===== src/rtl/regfile_multiport.sv =====
// Multi-port integer register file with priority writes,
// optional write-to-read bypass and a sequential clear engine.
module regfile_multiport #(
  parameter int DATA_WIDTH    = 32,
  parameter int ADDRESS_WIDTH = 5,
  parameter int NUM_REGS      = 32,
  parameter int NUM_RD_PORTS  = 2,
  parameter int NUM_WR_PORTS  = 1,
  parameter int ZERO_REG      = 1,
  parameter int BYPASS        = 1
) (
  input  logic                                 clk,
  input  logic                                 rst,
  input  logic [NUM_WR_PORTS-1:0]              wr_en,
  input  logic [NUM_WR_PORTS*ADDRESS_WIDTH-1:0] wr_addr,
  input  logic [NUM_WR_PORTS*DATA_WIDTH-1:0]    wr_data,
  input  logic [NUM_RD_PORTS*ADDRESS_WIDTH-1:0] rd_addr,
  output logic [NUM_RD_PORTS*DATA_WIDTH-1:0]    rd_data,
  input  logic                                 clr_req,
  output logic                                 clr_busy,
  output logic                                 clr_done,
  output logic                                 wr_conflict
);

  localparam int AW = ADDRESS_WIDTH;
  localparam int DW = DATA_WIDTH;
  localparam int IW =
    (NUM_REGS > 1) ? $clog2(NUM_REGS) : 1;
  localparam logic [AW:0] NREGS = (AW+1)'(NUM_REGS);
  localparam logic [IW-1:0] LAST = IW'(NUM_REGS - 1);

  typedef enum logic {
    IDLE,
    CLEAR
  } state_t;

  state_t          state;
  state_t          state_nxt;
  logic [IW-1:0]   idx;
  logic            clr_last;
  logic            conflict;
  logic [NUM_WR_PORTS-1:0] acc;
  logic [DW-1:0]   regs [NUM_REGS];

  function automatic logic in_range(
    input logic [AW-1:0] a
  );
    return {1'b0, a} < NREGS;
  endfunction

  function automatic logic is_zero(
    input logic [AW-1:0] a
  );
    return (ZERO_REG != 0) && (a == '0);
  endfunction

  assign clr_busy = (state == CLEAR);
  assign clr_last = (state == CLEAR) && (idx == LAST);

  // Per-port write acceptance; nothing is accepted while clearing.
  always_comb begin
    acc = '0;
    for (int p = 0; p < NUM_WR_PORTS; p++) begin
      acc[p] = wr_en[p] && (state == IDLE)
        && in_range(wr_addr[p*AW +: AW])
        && !is_zero(wr_addr[p*AW +: AW]);
    end
  end

  // Flag two or more accepted writes to one address.
  always_comb begin
    conflict = 1'b0;
    for (int p = 0; p < NUM_WR_PORTS; p++) begin
      for (int q = p + 1; q < NUM_WR_PORTS; q++) begin
        if (acc[p] && acc[q] &&
            wr_addr[p*AW +: AW] == wr_addr[q*AW +: AW])
          conflict = 1'b1;
      end
    end
  end

  // Clear FSM next-state logic.
  always_comb begin
    state_nxt = state;
    unique case (state)
      IDLE:  if (clr_req) state_nxt = CLEAR;
      CLEAR: if (clr_last) state_nxt = IDLE;
      default: state_nxt = IDLE;
    endcase
  end

  // Clear FSM state register.
  always_ff @(posedge clk or negedge rst) begin
    if (!rst) state <= IDLE;
    else      state <= state_nxt;
  end

  // Clear index and registered status flags.
  always_ff @(posedge clk or negedge rst) begin
    if (!rst) begin
      idx         <= '0;
      clr_done    <= 1'b0;
      wr_conflict <= 1'b0;
    end else begin
      clr_done    <= clr_last;
      wr_conflict <= conflict;
      if (state == CLEAR && !clr_last)
        idx <= idx + 1'b1;
      else
        idx <= '0;
    end
  end

  // Storage: clear one entry per cycle, else commit writes.
  // Later ports are assigned last, so the highest port wins.
  always_ff @(posedge clk or negedge rst) begin
    if (!rst) begin
      for (int i = 0; i < NUM_REGS; i++)
        regs[i] <= '0;
    end else if (state == CLEAR) begin
      regs[idx] <= '0;
    end else begin
      for (int p = 0; p < NUM_WR_PORTS; p++) begin
        if (acc[p])
          regs[wr_addr[p*AW +: IW]] <= wr_data[p*DW +: DW];
      end
    end
  end

  // Combinational read ports with optional bypass.
  always_comb begin : rd_mux
    logic [AW-1:0] a;
    logic [DW-1:0] v;
    rd_data = '0;
    a = '0;
    v = '0;
    for (int r = 0; r < NUM_RD_PORTS; r++) begin
      a = rd_addr[r*AW +: AW];
      v = '0;
      if (rst && in_range(a) && !is_zero(a)) begin
        v = regs[a[IW-1:0]];
        if (BYPASS != 0) begin
          for (int p = 0; p < NUM_WR_PORTS; p++) begin
            if (acc[p] && wr_addr[p*AW +: AW] == a)
              v = wr_data[p*DW +: DW];
          end
        end
      end
      rd_data[r*DW +: DW] = v;
    end
  end

endmodule


===== config.mk =====
export PLATFORM = sky130hd
export DESIGN_NAME = regfile_multiport
export DESIGN_NICKNAME = d
export VERILOG_FILES = /design/src/rtl/regfile_multiport.sv
export SDC_FILE = /design/constraint.sdc
export NUM_CORES = 2
export LEC_CHECK = 0
export ABC_CLOCK_PERIOD_IN_PS = 2000
export BUFFER_PORTS_ARGS = -buffer_cell sky130_fd_sc_hd__buf_2
export CORE_MARGIN = 3
export CORE_UTILIZATION = 57
export DETAILED_ROUTE_END_ITERATION = 8
export HOLD_SLACK_MARGIN = 0.08
export MAX_ROUTING_LAYER = met4
export PLACE_DENSITY = 0.76
export SYNTH_ARGS = -nofsm -noshare
export SYNTH_HDL_FRONTEND = slang
export SYNTH_SLANG_ARGS = --single-unit

===== constraint.sdc =====
create_clock -name clk -period 2 [get_ports clk]
set_clock_uncertainty 0.1 [all_clocks]
set_input_delay 0.1 -clock clk [delete_from_list [all_inputs] [get_ports clk]]
set_output_delay 0.1 -clock clk [all_outputs]
set_load 0.02 [all_outputs]

======== Word-level counts from Yosys, hierarchy flattened ========
Cells that the tools add are included.
word-level totals
  bits in registers ....................... 1,031
  bits in latches ......................... 0
  RAM bits ................................ 0
  ROM bits ................................ 0
  bits of input ports ..................... 51
  memories ................................ 0
cells by class
  $add $sub $neg .......................... 1
  multipliers ............................. 0
  div/mod/pow operators ................... 0
  $lt $le $gt $ge ......................... 6
  equal/unequal tests ..................... 3
  shifts and indexed selects .............. 0
  multiplexer cells ....................... 21
  bitwise operators ....................... 7
  reductions and logical operators ........ 18
operator list
  operator              count
  $mux 1024             2
  $and 1024x1024->1024  1
  $bwmux 1024           1
  $not 1024->1024       1
  $bmux 32 s5           2
  $demux 32 s5          2
  $mux 32               10
  $ge 6x6->1 const B    4
  $not 5->6             4
  $logic_not 5->1       3
  $lt 6x1->1 const B    2
  $eq 5x5->1            2
  $logic_and 1x1->1     10
  $add 5x1->5 const B   1
  $eq 5x5->1 const B    1
  $mux 5                1
  $logic_not 1->1       4
  $mux 1                2
  $pmux 1 s2            1
  $reduce_bool 2->1     1
  $not 1->1             1

======== Logic depth before layout (Yosys ltp) ========
  depth in word-level cells ............... 8
  depth in mapped cells ................... 9
  depth with buffers taken out ............ 5

======== Least setup slack after synthesis ========
No wires, ideal clock.
  path type ............................... reg2out
  start point ............................. register state (netlist: clr_busy)
  end point ............................... output port rd_data[53]
  data arrival time ....................... 2.079 ns
  setup slack ............................. -0.279 ns
  stages on the path, launching flop included .. 8
  cells stage by stage .................... dfrtp_1 -> nor2b_2 -> o41ai_4 -> or3_1 -> and3_1 -> buf_2 -> buf_6 -> a221o_1
on the way
  word-level cells in the longest chain between the ends .. 6
RTL lines
  what                    RTL line  text
  from (decl)             37        state_t state;
  from (signal assigned)  95        else state <= state_nxt;
  $not 1->1               64        acc[p] = wr_en[p] && (state == IDLE)
  $logic_and 1x1->1       64
  $logic_and 1x1->1       66        && !is_zero(wr_addr[p*AW +: AW]);
  $logic_and 1x1->1       144       if (acc[p] && wr_addr[p*AW +: AW] == a)
  $mux 32                 144
  $mux 32                 140       if (rst && in_range(a) && !is_zero(a)) begin
  to (decl)               18        output logic [NUM_RD_PORTS*DATA_WIDTH-1:0] rd_data,
Every way passes these cells.

======== Final worst setup path ========
  start point ............................. register state (netlist: clr_busy)
  end point ............................... output port rd_data[50]
Same word-level chain as after synthesis.

==> results.yml <==
worst_setup_path:
  worst_setup_path_start_kind: "flip-flop"
  crit_arrival_ps: 2980
  crit_fanout: 6
  crit_type: "reg2out"
  cp-end-kind: "output port"
  worst_ep_required_time_ps: 1800
place:
  dpl.hpwl_mm: 131.6
  quantity_of_i_o_buffers_inserted_on_ports: 116
  pre_cts_ws_ps: -545.2
  numPlacedInstances: 5555
  final_wtd_congestion: 0.9603
power_and_ir_drop:
  power.static_leakage_uw: 0.03110
  power-per-cell-area_nw_per_um2: 798.7
  design_power_total_uw: 54580
  power.ir.vdd_worst_mv: 0.6708
clock_tree:
  clock_sinks: 1031
  max-clock-path-buffers: 3
  clk_latency_ps: 760
  cts_tree: "done"
  htreeDepth: 3
  path_clk_slew_ps: 70
  clock_tree.root_cell: "sky130_fd_sc_hd__clkbuf_16"
  number_of_cts_inserted_buffers: 109
timing:
  final.min_clock_period_ps: 3183
  setup_viol_count_final: 1089
  fin_worst_hold_slack_ps: 171.9
  relSlewSlack_pct: 33.93
  setup_repair_after_global_routing_missed_its_margin: "yes"
  timing.final.crit_share_pct: 159.2
  post-route-worst-setup-slack_ps: -1183
  setup_total_negative_slack_ps: -517020
  max_slew.worst_pin.slew_ps: 991.1
  hold_viol: 0
  report.final.slew_viol_count: 0
  fmaxAchievable_mhz: 314.2
layout:
  finalNetCount: 4576
  post_route_cells_drive_above_1_share_pct: 34.01
  multi_input_area_um2: 26870
  final_cell_count_no_fill: 5874
  syn2layout_area_growth_pct: 26.19
  fillcell_total: 5640
  ff_latch_area_um2: 25800
logic_synthesis:
  yosys_most_used_dff: "sky130_fd_sc_hd__dfrtp_1"
  most_instantiated_cells_after_synthesis: "1,031 x sky130_fd_sc_hd__dfrtp_1, 992 x sky130_fd_sc_hd__a22o_1, 384 x sky130_fd_sc_hd__mux4_2, 362 x sky130_fd_sc_hd__clkbuf_1, 320 x sky130_fd_sc_hd__mux2i_1"
  synth_edf_count: 0
  synth_area_leader_cell: "sky130_fd_sc_hd__dfrtp_1"
  yosysMostFrequentCell: "sky130_fd_sc_hd__dfrtp_1"
  yosys_warnings: 0
  synth.ff_latch_count: 1031
  netlist-cell-type-count: 44
  ys_seq_area_share_pct: 47.64
  synth_fp_nets: 4092
  syn_inst: 4036
  netlist_area_um2: 54160
  share_of_async_settable_or_async_resettable_flops_after_synthesis_pct: 100.0
  yosys-top-cells-area: "sky130_fd_sc_hd__dfrtp_1 48%, sky130_fd_sc_hd__a22o_1 16%, sky130_fd_sc_hd__mux4_2 16%, sky130_fd_sc_hd__mux2i_1 5.9%, sky130_fd_sc_hd__clkbuf_1 2.5%"
  share_of_the_synthesized_area_in_the_top_cell_type_pct: 47.64
  avgSynthCellArea_um2: 13.42
routing:
  wl_met2_mm: 92.02
  route.antenna.remaining_nets: 0
  residual_drc_count: 0
  detailroute.via_count: 47000
  met1_wirelength_mm: 71.94
  route.detailed.vias_per_inst: 8.002
  routed_wl_mm: 218.5
  wl_per_cell_um: 37.20
  detailedRoute.firstPassIterationCount: 9
  routed.top_layer: "met4"
  first_iter_violations: 7764
  wl_met3_mm: 36.45
floorplan:
  chipWidth_um: 314.2
  die-area_um2: 98750
  starting_density_of_the_core_pct: 57.77
  core.rowCount: 112
  ioPinCount: 118
  die_height_um: 314.2
  coreArea_um2: 93750
run:
  drv_cap: 0
global_routing:
  grt-ovfl-total: 0
  gr-usage-all-layers_pct: 44.10
  grt_first_pass_wirelength_mm: 312.7
  number_of_antenna_violations_at_the_first_check_in_global_routing: 7
  grt_start_max_net_pins: 179
  first_global_vias: 47370
status:
  violations: "negative setup slack"
  run_status: "finished, violations left"
worst_hold_path:
  hold_class: "in2reg"
metal layers:
metal / global-route usage (%) / vias up
met2: 60.70 / 4705
met5: - / -
li1: - / 17380
met3: 17.73 / 1302
met1: 54.26 / 23620
met4: 27.71 / 0
timing repair:
| action | in CTS | in global routing |
|---|---|---|
| pin swaps | 46 | 33 |
| gates resized for setup | 189 | 85 |
| buffers inserted | 36 | 27 |
| gates cloned | 17 | 12 |
| endpoints found under the setup margin | 915 | 1089 |
| endpoints found under the hold margin | 2024 | 0 |
| hold buffers | 37 | 0 |
cell type report:
| cell class | instances | share of cell area [%] |
|---|---|---|
| Inverter | 10 | 0.05492 |
| Clock buffer | 145 | 4.482 |
| Timing Repair Buffer | 915 | 15.08 |
| Multi-Input combinational cell | 2453 | 39.31 |
| Sequential cell | 1031 | 37.75 |
| Clock inverter | 54 | 0.9776 |
| Antenna cell | 12 | 0.04394 |
| Tap cell | 1254 | 2.296 |
final timing paths:
kind | to | startpoint | slack (ps) | cells past startpoint
setup / recovery | rd_data[50] | clr_busy | -1180 | 10
hold / removal | regs[511] | wr_addr[3] | 170 | 5
setup reg to reg | regs[395] | clr_busy | -680 | 13
hold reg to reg | regs[1010] | regs[1010] | 410 | 1
max in group asynchronous | regs[980] | rst | 570 | 4
min in group asynchronous | regs[120] | rst | 220 | 4
report_power, final:
group / switching [µW] / leakage (µW) / total [µW] / internal (µW)
combinational: 6220 / 0.0150 / 10800 / 4540
clock: 9210 / 0.00182 / 21200 / 12000
sequential: 846 / 0.0143 / 22600 / 21700
critical path, cell delays in order (launching register included):
cell	delay, ps
sky130_fd_sc_hd__dfrtp_2	430
sky130_fd_sc_hd__nor2b_4	160
sky130_fd_sc_hd__o41ai_4	120
sky130_fd_sc_hd__buf_4	160
sky130_fd_sc_hd__o311ai_4	320
sky130_fd_sc_hd__buf_4	180
sky130_fd_sc_hd__buf_12	150
sky130_fd_sc_hd__buf_12	130
sky130_fd_sc_hd__a21oi_4	40
sky130_fd_sc_hd__a221o_1	350
sky130_fd_sc_hd__buf_6	160
cell families (layout without fill, tap and decap cells):
| group | after synthesis | in the layout | share of synthesized area (%) |
|---|---|---|---|
| AOI/OAI and AO/OA | 1542 | 1542 | 23.60 |
| xor gates and xnor gates | 12 | 12 | 0.1941 |
| adders and majority gates | 5 | 5 | 0.1155 |
| buffers and inverters | 552 | 1124 | 4.489 |
| DFF | 1031 | 1031 | 47.64 |
| muxes | 704 | 704 | 21.88 |
| other | 1 | 13 | 0.006924 |
| and+or+nand+nor | 189 | 189 | 2.075 |
cells in the final DEF (no fill, tap or decap), types with 6 or more instances in the layout:
cell | Yosys | layout
sky130_fd_sc_hd__buf_2 | 95 | 46
sky130_fd_sc_hd__nor2_1 | 29 | 10
sky130_fd_sc_hd__buf_4 | 20 | 499
sky130_fd_sc_hd__dfrtp_1 | 1031 | 1030
sky130_fd_sc_hd__clkbuf_16 | 0 | 122
sky130_fd_sc_hd__clkinvlp_4 | 0 | 9
sky130_fd_sc_hd__mux4_2 | 384 | 384
sky130_fd_sc_hd__bufinv_16 | 0 | 9
sky130_fd_sc_hd__a22o_1 | 992 | 991
sky130_fd_sc_hd__diode_2 | 0 | 12
sky130_fd_sc_hd__buf_12 | 0 | 199
sky130_fd_sc_hd__a221oi_1 | 128 | 128
sky130_fd_sc_hd__nor2_4 | 0 | 30
sky130_fd_sc_hd__nor2b_1 | 72 | 69
sky130_fd_sc_hd__a21oi_1 | 155 | 99
sky130_fd_sc_hd__clkbuf_8 | 0 | 20
sky130_fd_sc_hd__a211oi_1 | 64 | 63
sky130_fd_sc_hd__and2_1 | 37 | 34
sky130_fd_sc_hd__clkinv_2 | 0 | 21
sky130_fd_sc_hd__nand2b_1 | 7 | 6
sky130_fd_sc_hd__buf_16 | 0 | 15
sky130_fd_sc_hd__o21bai_1 | 64 | 64
sky130_fd_sc_hd__a21oi_2 | 0 | 14
sky130_fd_sc_hd__nand2_1 | 10 | 8
sky130_fd_sc_hd__clkbuf_1 | 362 | 16
sky130_fd_sc_hd__mux2i_1 | 320 | 320
sky130_fd_sc_hd__a221o_1 | 64 | 64
sky130_fd_sc_hd__xnor2_1 | 11 | 11
sky130_fd_sc_hd__dlygate4sd3_1 | 0 | 36
sky130_fd_sc_hd__a22oi_1 | 64 | 64
sky130_fd_sc_hd__inv_1 | 10 | 10
sky130_fd_sc_hd__a21oi_4 | 0 | 42
sky130_fd_sc_hd__buf_6 | 22 | 95
sky130_fd_sc_hd__clkinv_4 | 0 | 7
sky130_fd_sc_hd__buf_8 | 0 | 12
per-stage QoR:
stage	util, %	instance area [µm²]
2_1_floorplan	-	54270
3_3_place_gp	66.19	62050
3_5_place_dp	66.19	62050
4_1_cts	72.01	67510
5_1_grt	72.89	68330
6_report	72.90	68340
sequential cells by signal (all words and copies together) (netlist names):
signal,count
regs,1024
idx,5
clr_busy,1
clr_done,1
(Power assumes the default switching activity.)
